==> src/rtl/pipe_ctrl_pkg.sv <==
// ---------------------------------------------------------------------------
// pipe_ctrl_pkg
// Shared definitions for the 5-stage MIPS pipeline control logic.
//   ctrl_state_e : controller state encoding (FILL/RUN/STALL/FLUSH)
//   NOP_INSTR    : all-zero instruction loaded into IF/ID on a flush
//   CTRL_W       : width of the decoded control field carried in ID/EX
//   REG_ADDR_W   : register file address width
// ---------------------------------------------------------------------------
package pipe_ctrl_pkg;

   localparam int REG_ADDR_W = 5;
   localparam int CTRL_W     = 11;

   localparam logic [31:0] NOP_INSTR = 32'h0000_0000;

   typedef enum logic [1:0] {
      ST_FILL  = 2'd0,
      ST_RUN   = 2'd1,
      ST_STALL = 2'd2,
      ST_FLUSH = 2'd3
   } ctrl_state_e;

endpackage

==> src/rtl/load_use_detect.sv <==
// ---------------------------------------------------------------------------
// load_use_detect
// Purely combinational load-use hazard detector.
//   id_rs, id_rt   in  source register fields of the instruction in IF/ID
//   id_uses_rt     in  instruction in IF/ID actually reads rt
//   ex_memread     in  instruction in ID/EX is a load
//   ex_rt          in  destination register of that load
//   hz             out load result is needed by the next instruction
// ---------------------------------------------------------------------------
module load_use_detect
   import pipe_ctrl_pkg::*;
(
   input  logic [REG_ADDR_W-1:0] id_rs,
   input  logic [REG_ADDR_W-1:0] id_rt,
   input  logic                  id_uses_rt,
   input  logic                  ex_memread,
   input  logic [REG_ADDR_W-1:0] ex_rt,
   output logic                  hz
);

   // A load into $0 never produces a usable value, so it can never cause a
   // stall. rt only matters when the decoded instruction really reads it,
   // otherwise an I-type destination field would stall for nothing.
   always_comb begin
      hz = ex_memread && (ex_rt != '0) &&
           ((ex_rt == id_rs) || (id_uses_rt && (ex_rt == id_rt)));
   end

endmodule

==> src/rtl/pipeline_hazard_ctrl.sv <==
// ---------------------------------------------------------------------------
// pipeline_hazard_ctrl
// Central stall/flush/freeze controller for the 5-stage MIPS pipeline.
// Generates the PC load enable, the PC redirect, the four pipeline register
// enables and the bubble/flush controls.
//
// Ports:
//   clk, reset            clock and synchronous active-high reset
//   id_rs, id_rt          source fields of the IF/ID instruction
//   id_uses_rt            IF/ID instruction reads rt
//   ex_memread, ex_rt     load indication and destination of ID/EX
//   mem_branch, mem_zero  taken-branch condition from EX/MEM
//   mem_target            branch/jump target from EX/MEM
//   mem_wait              data memory busy, freeze the pipe
//   pc_en, pc_sel         PC load enable and redirect select
//   pc_target             redirect address
//   if_id_en .. mem_wb_en stage register enables
//   if_id_flush           load NOP into IF/ID
//   id_ex_bubble          zero the control field entering ID/EX
//   ex_mem_flush          zero the control field entering EX/MEM
//   state_o               current controller state (debug)
//
// Optional build macro HAZARD_PERF_CNT_EN adds saturating 16-bit counters
// stall_cnt, flush_cnt and freeze_cnt.
// ---------------------------------------------------------------------------
module pipeline_hazard_ctrl
   import pipe_ctrl_pkg::*;
#(
   parameter int PC_W         = 5,
   parameter int FILL_CYCLES  = 4,
   parameter int FLUSH_CYCLES = 1
)
(
   input  logic                  clk,
   input  logic                  reset,
   input  logic [REG_ADDR_W-1:0] id_rs,
   input  logic [REG_ADDR_W-1:0] id_rt,
   input  logic                  id_uses_rt,
   input  logic                  ex_memread,
   input  logic [REG_ADDR_W-1:0] ex_rt,
   input  logic                  mem_branch,
   input  logic                  mem_zero,
   input  logic [PC_W-1:0]       mem_target,
   input  logic                  mem_wait,
   output logic                  pc_en,
   output logic                  pc_sel,
   output logic [PC_W-1:0]       pc_target,
   output logic                  if_id_en,
   output logic                  id_ex_en,
   output logic                  ex_mem_en,
   output logic                  mem_wb_en,
   output logic                  if_id_flush,
   output logic                  id_ex_bubble,
   output logic                  ex_mem_flush,
`ifdef HAZARD_PERF_CNT_EN
   output logic [15:0]           stall_cnt,
   output logic [15:0]           flush_cnt,
   output logic [15:0]           freeze_cnt,
`endif
   output logic [1:0]            state_o
);

   localparam int CNT_MAX = (FILL_CYCLES > FLUSH_CYCLES) ? FILL_CYCLES : FLUSH_CYCLES;
   localparam int CNT_W   = ($clog2(CNT_MAX + 1) < 1) ? 1 : $clog2(CNT_MAX + 1);

   localparam logic [CNT_W-1:0] FILL_LAST  = CNT_W'(FILL_CYCLES - 1);
   localparam logic [CNT_W-1:0] FLUSH_LAST = CNT_W'(FLUSH_CYCLES - 1);

   ctrl_state_e      state;
   ctrl_state_e      state_nxt;
   logic [CNT_W-1:0] cnt;
   logic [CNT_W-1:0] cnt_nxt;
   logic [PC_W-1:0]  target_q;
   logic [PC_W-1:0]  target_nxt;
   logic             hz;
   logic             take_branch;

   load_use_detect u_load_use_detect (
      .id_rs      (id_rs),
      .id_rt      (id_rt),
      .id_uses_rt (id_uses_rt),
      .ex_memread (ex_memread),
      .ex_rt      (ex_rt),
      .hz         (hz)
   );

   // A taken branch is only acted on from RUN or STALL. In FLUSH the branch
   // instruction has itself been squashed, and during FILL the pipe holds no
   // real instructions yet. While memory is stalled the redirect is deferred
   // until the first cycle mem_wait drops, so the branch is not lost.
   always_comb begin
      take_branch = mem_branch && mem_zero && !mem_wait &&
                    ((state == ST_RUN) || (state == ST_STALL));
   end

   // Output and next-state decode. Priority is reset, then branch redirect,
   // then memory freeze, then per-state behaviour. Reset holds the PC and
   // fills the front of the pipe with NOPs so nothing spurious retires.
   always_comb begin
      pc_en        = 1'b1;
      pc_sel       = 1'b0;
      pc_target    = target_q;
      if_id_en     = 1'b1;
      id_ex_en     = 1'b1;
      ex_mem_en    = 1'b1;
      mem_wb_en    = 1'b1;
      if_id_flush  = 1'b0;
      id_ex_bubble = 1'b0;
      ex_mem_flush = 1'b0;
      state_nxt    = state;
      cnt_nxt      = cnt;
      target_nxt   = target_q;

      if (reset) begin
         pc_en        = 1'b0;
         if_id_flush  = 1'b1;
         id_ex_bubble = 1'b1;
      end else if (take_branch) begin
         pc_sel       = 1'b1;
         pc_target    = mem_target;
         if_id_flush  = 1'b1;
         id_ex_bubble = 1'b1;
         ex_mem_flush = 1'b1;
         state_nxt    = ST_FLUSH;
         cnt_nxt      = '0;
         target_nxt   = mem_target;
      end else if (mem_wait) begin
         pc_en     = 1'b0;
         if_id_en  = 1'b0;
         id_ex_en  = 1'b0;
         ex_mem_en = 1'b0;
         mem_wb_en = 1'b0;
      end else begin
         case (state)
            ST_FILL: begin
               if (cnt == FILL_LAST) begin
                  state_nxt = ST_RUN;
                  cnt_nxt   = '0;
               end else begin
                  cnt_nxt = cnt + CNT_W'(1);
               end
            end
            ST_RUN: begin
               if (hz) begin
                  pc_en        = 1'b0;
                  if_id_en     = 1'b0;
                  id_ex_bubble = 1'b1;
                  state_nxt    = ST_STALL;
               end
            end
            ST_STALL: begin
               state_nxt = ST_RUN;
            end
            ST_FLUSH: begin
               if_id_flush  = 1'b1;
               id_ex_bubble = 1'b1;
               if (cnt == FLUSH_LAST) begin
                  state_nxt = ST_RUN;
                  cnt_nxt   = '0;
               end else begin
                  cnt_nxt = cnt + CNT_W'(1);
               end
            end
            default: begin
               state_nxt = ST_FILL;
               cnt_nxt   = '0;
            end
         endcase
      end
   end

   // State, counter and captured redirect target. Reset is synchronous and
   // aborts any stall or flush in progress.
   always_ff @(posedge clk) begin
      if (reset) begin
         state    <= ST_FILL;
         cnt      <= '0;
         target_q <= '0;
      end else begin
         state    <= state_nxt;
         cnt      <= cnt_nxt;
         target_q <= target_nxt;
      end
   end

   assign state_o = state;

`ifdef HAZARD_PERF_CNT_EN
   logic stall_inc;
   logic flush_inc;
   logic freeze_inc;

   // Event strobes: a stall entry is a RUN-to-STALL transition, a flush
   // entry is every accepted redirect, a frozen cycle is any non-reset
   // cycle with memory busy.
   always_comb begin
      stall_inc  = !reset && (state != ST_STALL) && (state_nxt == ST_STALL);
      flush_inc  = !reset && take_branch;
      freeze_inc = !reset && mem_wait;
   end

   // Saturating event counters so a long run never wraps to a small value.
   always_ff @(posedge clk) begin
      if (reset) begin
         stall_cnt  <= '0;
         flush_cnt  <= '0;
         freeze_cnt <= '0;
      end else begin
         if (stall_inc && (stall_cnt != 16'hFFFF)) begin
            stall_cnt <= stall_cnt + 16'd1;
         end
         if (flush_inc && (flush_cnt != 16'hFFFF)) begin
            flush_cnt <= flush_cnt + 16'd1;
         end
         if (freeze_inc && (freeze_cnt != 16'hFFFF)) begin
            freeze_cnt <= freeze_cnt + 16'd1;
         end
      end
   end
`endif

endmodule

==> config.mk <==
export PLATFORM = sky130hd
export DESIGN_NAME = pipeline_hazard_ctrl
export DESIGN_NICKNAME = d
export VERILOG_FILES = /design/src/rtl/pipe_ctrl_pkg.sv /design/src/rtl/load_use_detect.sv /design/src/rtl/pipeline_hazard_ctrl.sv
export SDC_FILE = /design/constraint.sdc
export NUM_CORES = 1
export LEC_CHECK = 0
export CAP_MARGIN = 10
export CORE_AREA = 2 2 50 52
export DETAILED_ROUTE_END_ITERATION = 16
export DIE_AREA = 0 0 52 54
export GPL_TIMING_DRIVEN = 0
export PLACE_DENSITY = 0.7
export SYNTH_ARGS = -nofsm -noshare
export SYNTH_HDL_FRONTEND = slang
export SYNTH_SLANG_ARGS = --single-unit
==> constraint.sdc <==
create_clock -name clk -period 2.4 [get_ports clk]
set_input_delay 0.24 -clock clk [delete_from_list [all_inputs] [get_ports clk]]
set_output_delay 0.24 -clock clk [all_outputs]
set_load 0.05 [all_outputs]
### Word-level counts from Yosys, hierarchy flattened

Cells that the tools add are included.

| storage, ports and cells | value |
|---|---|
| output and inout port bits | 16 |
| logic and storage cells | 62 |
| bits in registers | 10 |
| bits of input ports | 27 |

| cells by class | value |
|---|---|
| reductions and logical operators | 16 |
| mux-type cells | 31 |
| add/subtract/negate cells | 1 |
| eq/ne operators | 10 |
| bitwise logic cells | 1 |

Operator list:

| kind | count |
|---|---|
| $mux 1 | 19 |
| $eq 5x5->1 | 2 |
| $mux 2 | 5 |
| $mux 5 | 2 |
| $ne 3x3->1 const B | 3 |
| $pmux 2 s4 | 1 |
| $logic_and 1x1->1 | 6 |
| $mux 3 | 2 |
| $pmux 3 s2 | 1 |
| $reduce_bool 5->1 | 1 |
| $eq 2x2->1 const B | 2 |
| $reduce_and 4->1 | 1 |
| $add 3x1->3 const B | 1 |
| $eq 3x2->1 const B | 1 |
| $logic_not 3->1 | 1 |
| $eq 2x1->1 const B | 1 |
| $logic_not 2->1 | 1 |
| $logic_or 1x1->1 | 2 |
| $ne 2x1->1 const B | 1 |
| $pmux 1 s2 | 1 |
| $reduce_and 2->1 | 1 |
| $reduce_bool 2->1 | 1 |
| $reduce_or 2->1 | 1 |
| $logic_not 1->1 | 1 |
| $not 1->1 | 1 |

### Logic depth before layout (Yosys ltp)

| depth | value |
|---|---|
| depth in word-level cells | 9 |
| mapped depth | 7 |
| gate-level depth less buffers | 7 |

### Hierarchy

Synthesis repeated with hierarchy kept, for this count alone.

| second synthesis, totals | value |
|---|---|
| cell total of the unflattened synthesis | 105 |
| area, all modules | 868.3 um^2 |

By module, submodules not included:

| module | cells an instance | area an instance (um^2) | seq. area each (um^2) | instances |
|---|---|---|---|---|
| pipeline_hazard_ctrl | 88 | 735.7 | 200.2 | 1 |
| load_use_detect | 17 | 132.6 | 0.0 | 1 |

### Worst setup path before layout

Ideal clock, no wire load.

| timing path | value |
|---|---|
| kind | register -> output |
| start | register state[1] (netlist: state_o[1]) |
| end | output port pc_target[0] |
| required time | 2160 ps |
| cell stages (with the launch flop) | 6 |
| arrival time | 2697 ps |
| path buffers | 0 |
| setup slack | -537 ps |
| cell sequence | dfxtp_1 -> inv_1 -> ha_1 -> nand4b_1 -> nor2_1 -> mux2_2 |

| on the way | value |
|---|---|
| word-level cells in the longest chain between the ends | 5 |
| elaborated cells between the ends (all ways) | 6 |
| classes of those cells | eq/ne: 2; mux: 2; reduce/logical: 2 |

RTL lines:

| element | RTL line | RTL |
|---|---|---|
| from (decl) | pipeline_hazard_ctrl.sv:69 | `ctrl_state_e state;` |
| from (signal assigned) | pipeline_hazard_ctrl.sv:180 | `state <= state_nxt;` |
| $eq 2x1->1 or $eq 2x2->1 (tied branches) | pipeline_hazard_ctrl.sv:93 | `((state == ST_RUN) \|\| (state == ST_STALL));` |
| $logic_or 1x1->1 * | pipeline_hazard_ctrl.sv:93 |  |
| $logic_and 1x1->1 * | pipeline_hazard_ctrl.sv:92 | `take_branch = mem_branch && mem_zero && !mem_wait &&` |
| $mux 5 * | pipeline_hazard_ctrl.sv:118 | `end else if (take_branch) begin` |
| $mux 5 * | pipeline_hazard_ctrl.sv:114 | `if (reset) begin` |
| to (decl) | pipeline_hazard_ctrl.sv:47 | `output logic [PC_W-1:0] pc_target,` |

Every way passes the cells marked *; elsewhere a longest branch is shown, timed or not.

### Worst setup path after layout

| timing path | value |
|---|---|
| start | input port ex_rt[0] |
| end | output port pc_en |

| on the way | value |
|---|---|
| word-level cells in the longest chain between the ends | 9 |
| elaborated cells between the ends (all ways) | 12 |
| classes of those cells | eq/ne: 2; mux: 5; reduce/logical: 5 |

RTL lines:

| element | RTL line | RTL |
|---|---|---|
| from (decl) | pipeline_hazard_ctrl.sv:40 | `input logic [REG_ADDR_W-1:0] ex_rt,` |
| $eq 5x5->1 | load_use_detect.sv:26 | `((ex_rt == id_rs) \|\| (id_uses_rt && (ex_rt == id_rt)));` |
| $logic_and 1x1->1 | load_use_detect.sv:26 |  |
| $logic_or 1x1->1 | load_use_detect.sv:26 |  |
| $logic_and 1x1->1 * | load_use_detect.sv:25 | `hz = ex_memread && (ex_rt != '0) &&` |
| $mux 1 * | pipeline_hazard_ctrl.sv:144 | `if (hz) begin` |
| $mux 1 * | pipeline_hazard_ctrl.sv:134 | `case (state)` |
| $mux 1 * | pipeline_hazard_ctrl.sv:127 | `end else if (mem_wait) begin` |
| $mux 1 * | pipeline_hazard_ctrl.sv:118 |  |
| $mux 1 * | pipeline_hazard_ctrl.sv:114 |  |
| to (decl) | pipeline_hazard_ctrl.sv:45 | `output logic pc_en,` |

Marked as above.

==> out/results.txt <==
The actual slew at the worst max-slew pin works out to 500 ps. The run gives 0 as the count of pins over their slew limit. The signal on the critical path passes through clkdlybuf4s50_1 > or4_1 > o21a_1 > nand2_2 > nor2_2 > a211oi_4 > buf_6. Setup violations remaining at the end of the flow were counted as 0.

The tools report the total nets after synthesis as 131. The tools report the later-pin clock latency in the skew report as 260 ps. The worst hold path was traced through 2 stages. The worst setup path is launched from an input port. The first global-routing pass estimated 3.43 mm of wire.

The library cell used most frequently in the layout, excluding fill and tap cells, is sky130_fd_sc_hd__clkdlybuf4s50_1. The count of unique library cells instantiated by Yosys came out at 29. In the synthesized netlist, the number of instances is 97. The number of DRC violations after detailed routing came out at 0.

During synthesis, Yosys emitted a total of 0 warnings. The logs give 0.223 mV for the worst supply voltage drop on vdd and 229 for the fill cell instance count of the final layout. Fraction of final layout cells sized beyond drive strength 1: 0.238. After detailed routing, the number of vias per cell comes to 4.84.

The critical path is of the in2out type. The logs give 0.348 for the initial core utilization and 0.163 for the combined global-route utilization of all metal layers. For the final total negative setup slack, the log shows 0 ps.

In this run, synthesis inferred 0 flip-flops with an integrated enable. The CTS buffer count came out at 3. For this design the static power due to leakage is 0.580 nW. The number of antenna violations at the first check in global routing is 0, and the number of cells on the worst reg-to-reg path is 7. After clock tree synthesis, the clock-pin slew on the worst setup and hold paths is 60 ps. The post-layout utilization of the core came out at 0.571. STA puts the critical path data required time at 2160 ps. The cell area after technology mapping came out at 808 um2. Setup repair after global routing could not meet its margin everywhere. Leaving out filler cells and counting taps, the final layout contains 177. The tools report the CTS root buffer as sky130_fd_sc_hd__clkbuf_4. The library cells used most frequently in the layout, excluding fill and tap cells, are sky130_fd_sc_hd__clkdlybuf4s50_1, sky130_fd_sc_hd__buf_4, sky130_fd_sc_hd__xor2_1, sky130_fd_sc_hd__nor2_1. Across the routed clock network, the largest skew measured is 3.61 ps. The area taken by flip-flops and latches was 203 um2. Among all stages on the critical path, the largest delay is contributed by sky130_fd_sc_hd__or4_1.

For the timing-limited maximum frequency, the log shows 427 MHz. The average detailed-routed wire length per instance works out to 12.0 um. Input and output buffers added on the ports amount to 42. Fraction of the yosys area taken by sequential cells: 0.248.

The count of nets left with antenna violations once routing finished came out at 0. Clock tree synthesis found a total of 10 sinks. The final layout contains 183 nets. The die is 54 um tall.

Global routing finished with a remaining overflow of 0. Final estimated routing congestion in global placement: 0.726. Of all nets on the critical path, the largest fanout is 3.

The async set-or-reset flop fraction in the synthesized netlist works out to 0. The worst setup path is captured at an output pin. The tools report the via count as 856.

The run finished with clean final reports. The tools report the area of the multi-input gates as 571 um2. The total power density per cell area was 348 nW/um2; the final clock period utilization by the worst path was 0.976. For this run, the detailed router's first-pass iteration total came to 2. Across all setup checks in the final design, the least slack found is 58.5 ps.

The level count of the clock H-tree is 1. The run gives 2.12 mm as the routed wire length. Each instance of the synthesized netlist takes up on average 8.33 um2. The headroom to the max-slew limit came out at 0.666. The arrival time at the worst endpoint came out at 2100 ps. The worst hold-check slack came out at 496 ps. Across the run, the number of max-cap violations was 0. The logs give 830 for the number of global-route vias before repair and -558 ps for the worst setup timing slack at the placement stage. The floorplan step defined a core boundary enclosing 2320 um2. For the hold violation count in the final report, the log shows 0. In the synthesized netlist the dominant register cell turns out to be sky130_fd_sc_hd__dfxtp_1.

The type of the most critical hold path was reg2reg. The number of hold-repair buffers added at the cts stage came out at 0. The die covers 2810 um2. The top-level I/O count is 43, and the area added between synthesis and finish is 63.9%. Detailed placement ended at an HPWL of 1.74 mm.

For the largest net degree at the start of global routing, the log shows 11. The detailed router finished its first iteration with 4 violations. TritonCTS built the clock tree. The highest cell delay on the worst timing path works out to 550 ps.

The repair_antennas step left the layout with diodes totalling 0. The number of synthesized register bits works out to 10. Width of the die: 52 um. For the count of standard-cell rows, the log shows 18. The clock passes through at most 2 buffers. Post-route minimum period: 2340 ps. The number of placed cells counting well taps came out at 169.
-- per-stage QoR --
step | cell area (um2) | power, mW
2_1_floorplan | 826 | 0.276
3_3_place_gp | 1280 | 0.352
3_5_place_dp | 1280 | 0.356
4_1_cts | 1300 | 0.466
5_1_grt | 1330 | 0.491
6_report | 1330 | 0.461
-- flip-flops by register name (all words and copies together) (netlist names) --
name and flops:
cnt 3, target_q 5, state_o 2
-- critical path: cells and delay by family --
family / cells / cell delay [ps]
AOI/OAI and AO/OA: 2 / 490
buffers and inverters: 2 / 670
and+or+nand+nor: 3 / 700
-- kinds of logic after synthesis --
family,after synthesis,share of synthesized area
and+or+nand+nor,27,0.170
AOI/OAI and AO/OA,19,0.153
buffers and inverters,14,0.0805
xor gates and xnor gates,10,0.108
muxes,10,0.132
DFF,10,0.248
adders and majority gates,7,0.108
-- Yosys cell counts, types with 3 or more instances --
cell type                  instances  share of area
sky130_fd_sc_hd__dfxtp_1          10           0.25
sky130_fd_sc_hd__nor2_1           10          0.046
sky130_fd_sc_hd__xor2_1            9          0.098
sky130_fd_sc_hd__inv_1             8          0.037
sky130_fd_sc_hd__ha_1              7           0.11
sky130_fd_sc_hd__o21ai_0           6          0.037
sky130_fd_sc_hd__mux2_2            5          0.070
sky130_fd_sc_hd__mux2i_1           5          0.062
sky130_fd_sc_hd__a21oi_1           4          0.025
sky130_fd_sc_hd__nand2_1           4          0.019
sky130_fd_sc_hd__nand2b_1          4          0.031
sky130_fd_sc_hd__buf_4             3          0.028
-- worst paths after layout --
kind	endpoint	slack, ps	from
max	pc_en	60	ex_rt[0]
min	cnt[1]	500	cnt[1]
max reg2reg	state_o[0]	740	cnt[0]
min reg2reg	cnt[1]	500	cnt[1]
-- routing by layer --
metal  part of all wire  global-route usage  up-vias
li1                   -                   -      431
met5                  0                   0        -
met1               0.42               0.167      385
met3               0.12              0.0444        2
met4             0.0042              0.0789        0
met2               0.46               0.306       38
-- power breakdown --
group | leakage (nW) | internal [mW] | switching, mW | total [mW]
Combinational | 0.484 | 0.0836 | 0.0887 | 0.172
Sequential | 0.0822 | 0.173 | 0.00610 | 0.179
Clock | 0.0138 | 0.0577 | 0.0517 | 0.109
-- final cells by class --
class,instances,area share
plain buffers,6,0.0302
flip-flops and latches,10,0.153
inverters,8,0.0227
well taps,30,0.0283
clock buffers,3,0.0170
multi-input cells,73,0.431
repair buffers,47,0.318
-- timing repair --
action                                  in CTS  in global routing
endpoints found under the setup margin      14                  6
buffers inserted                             3                  2
pin swaps                                    0                  2
gates resized for setup                     51                 11
No activity file was read; power rests on OpenSTA's default activity.
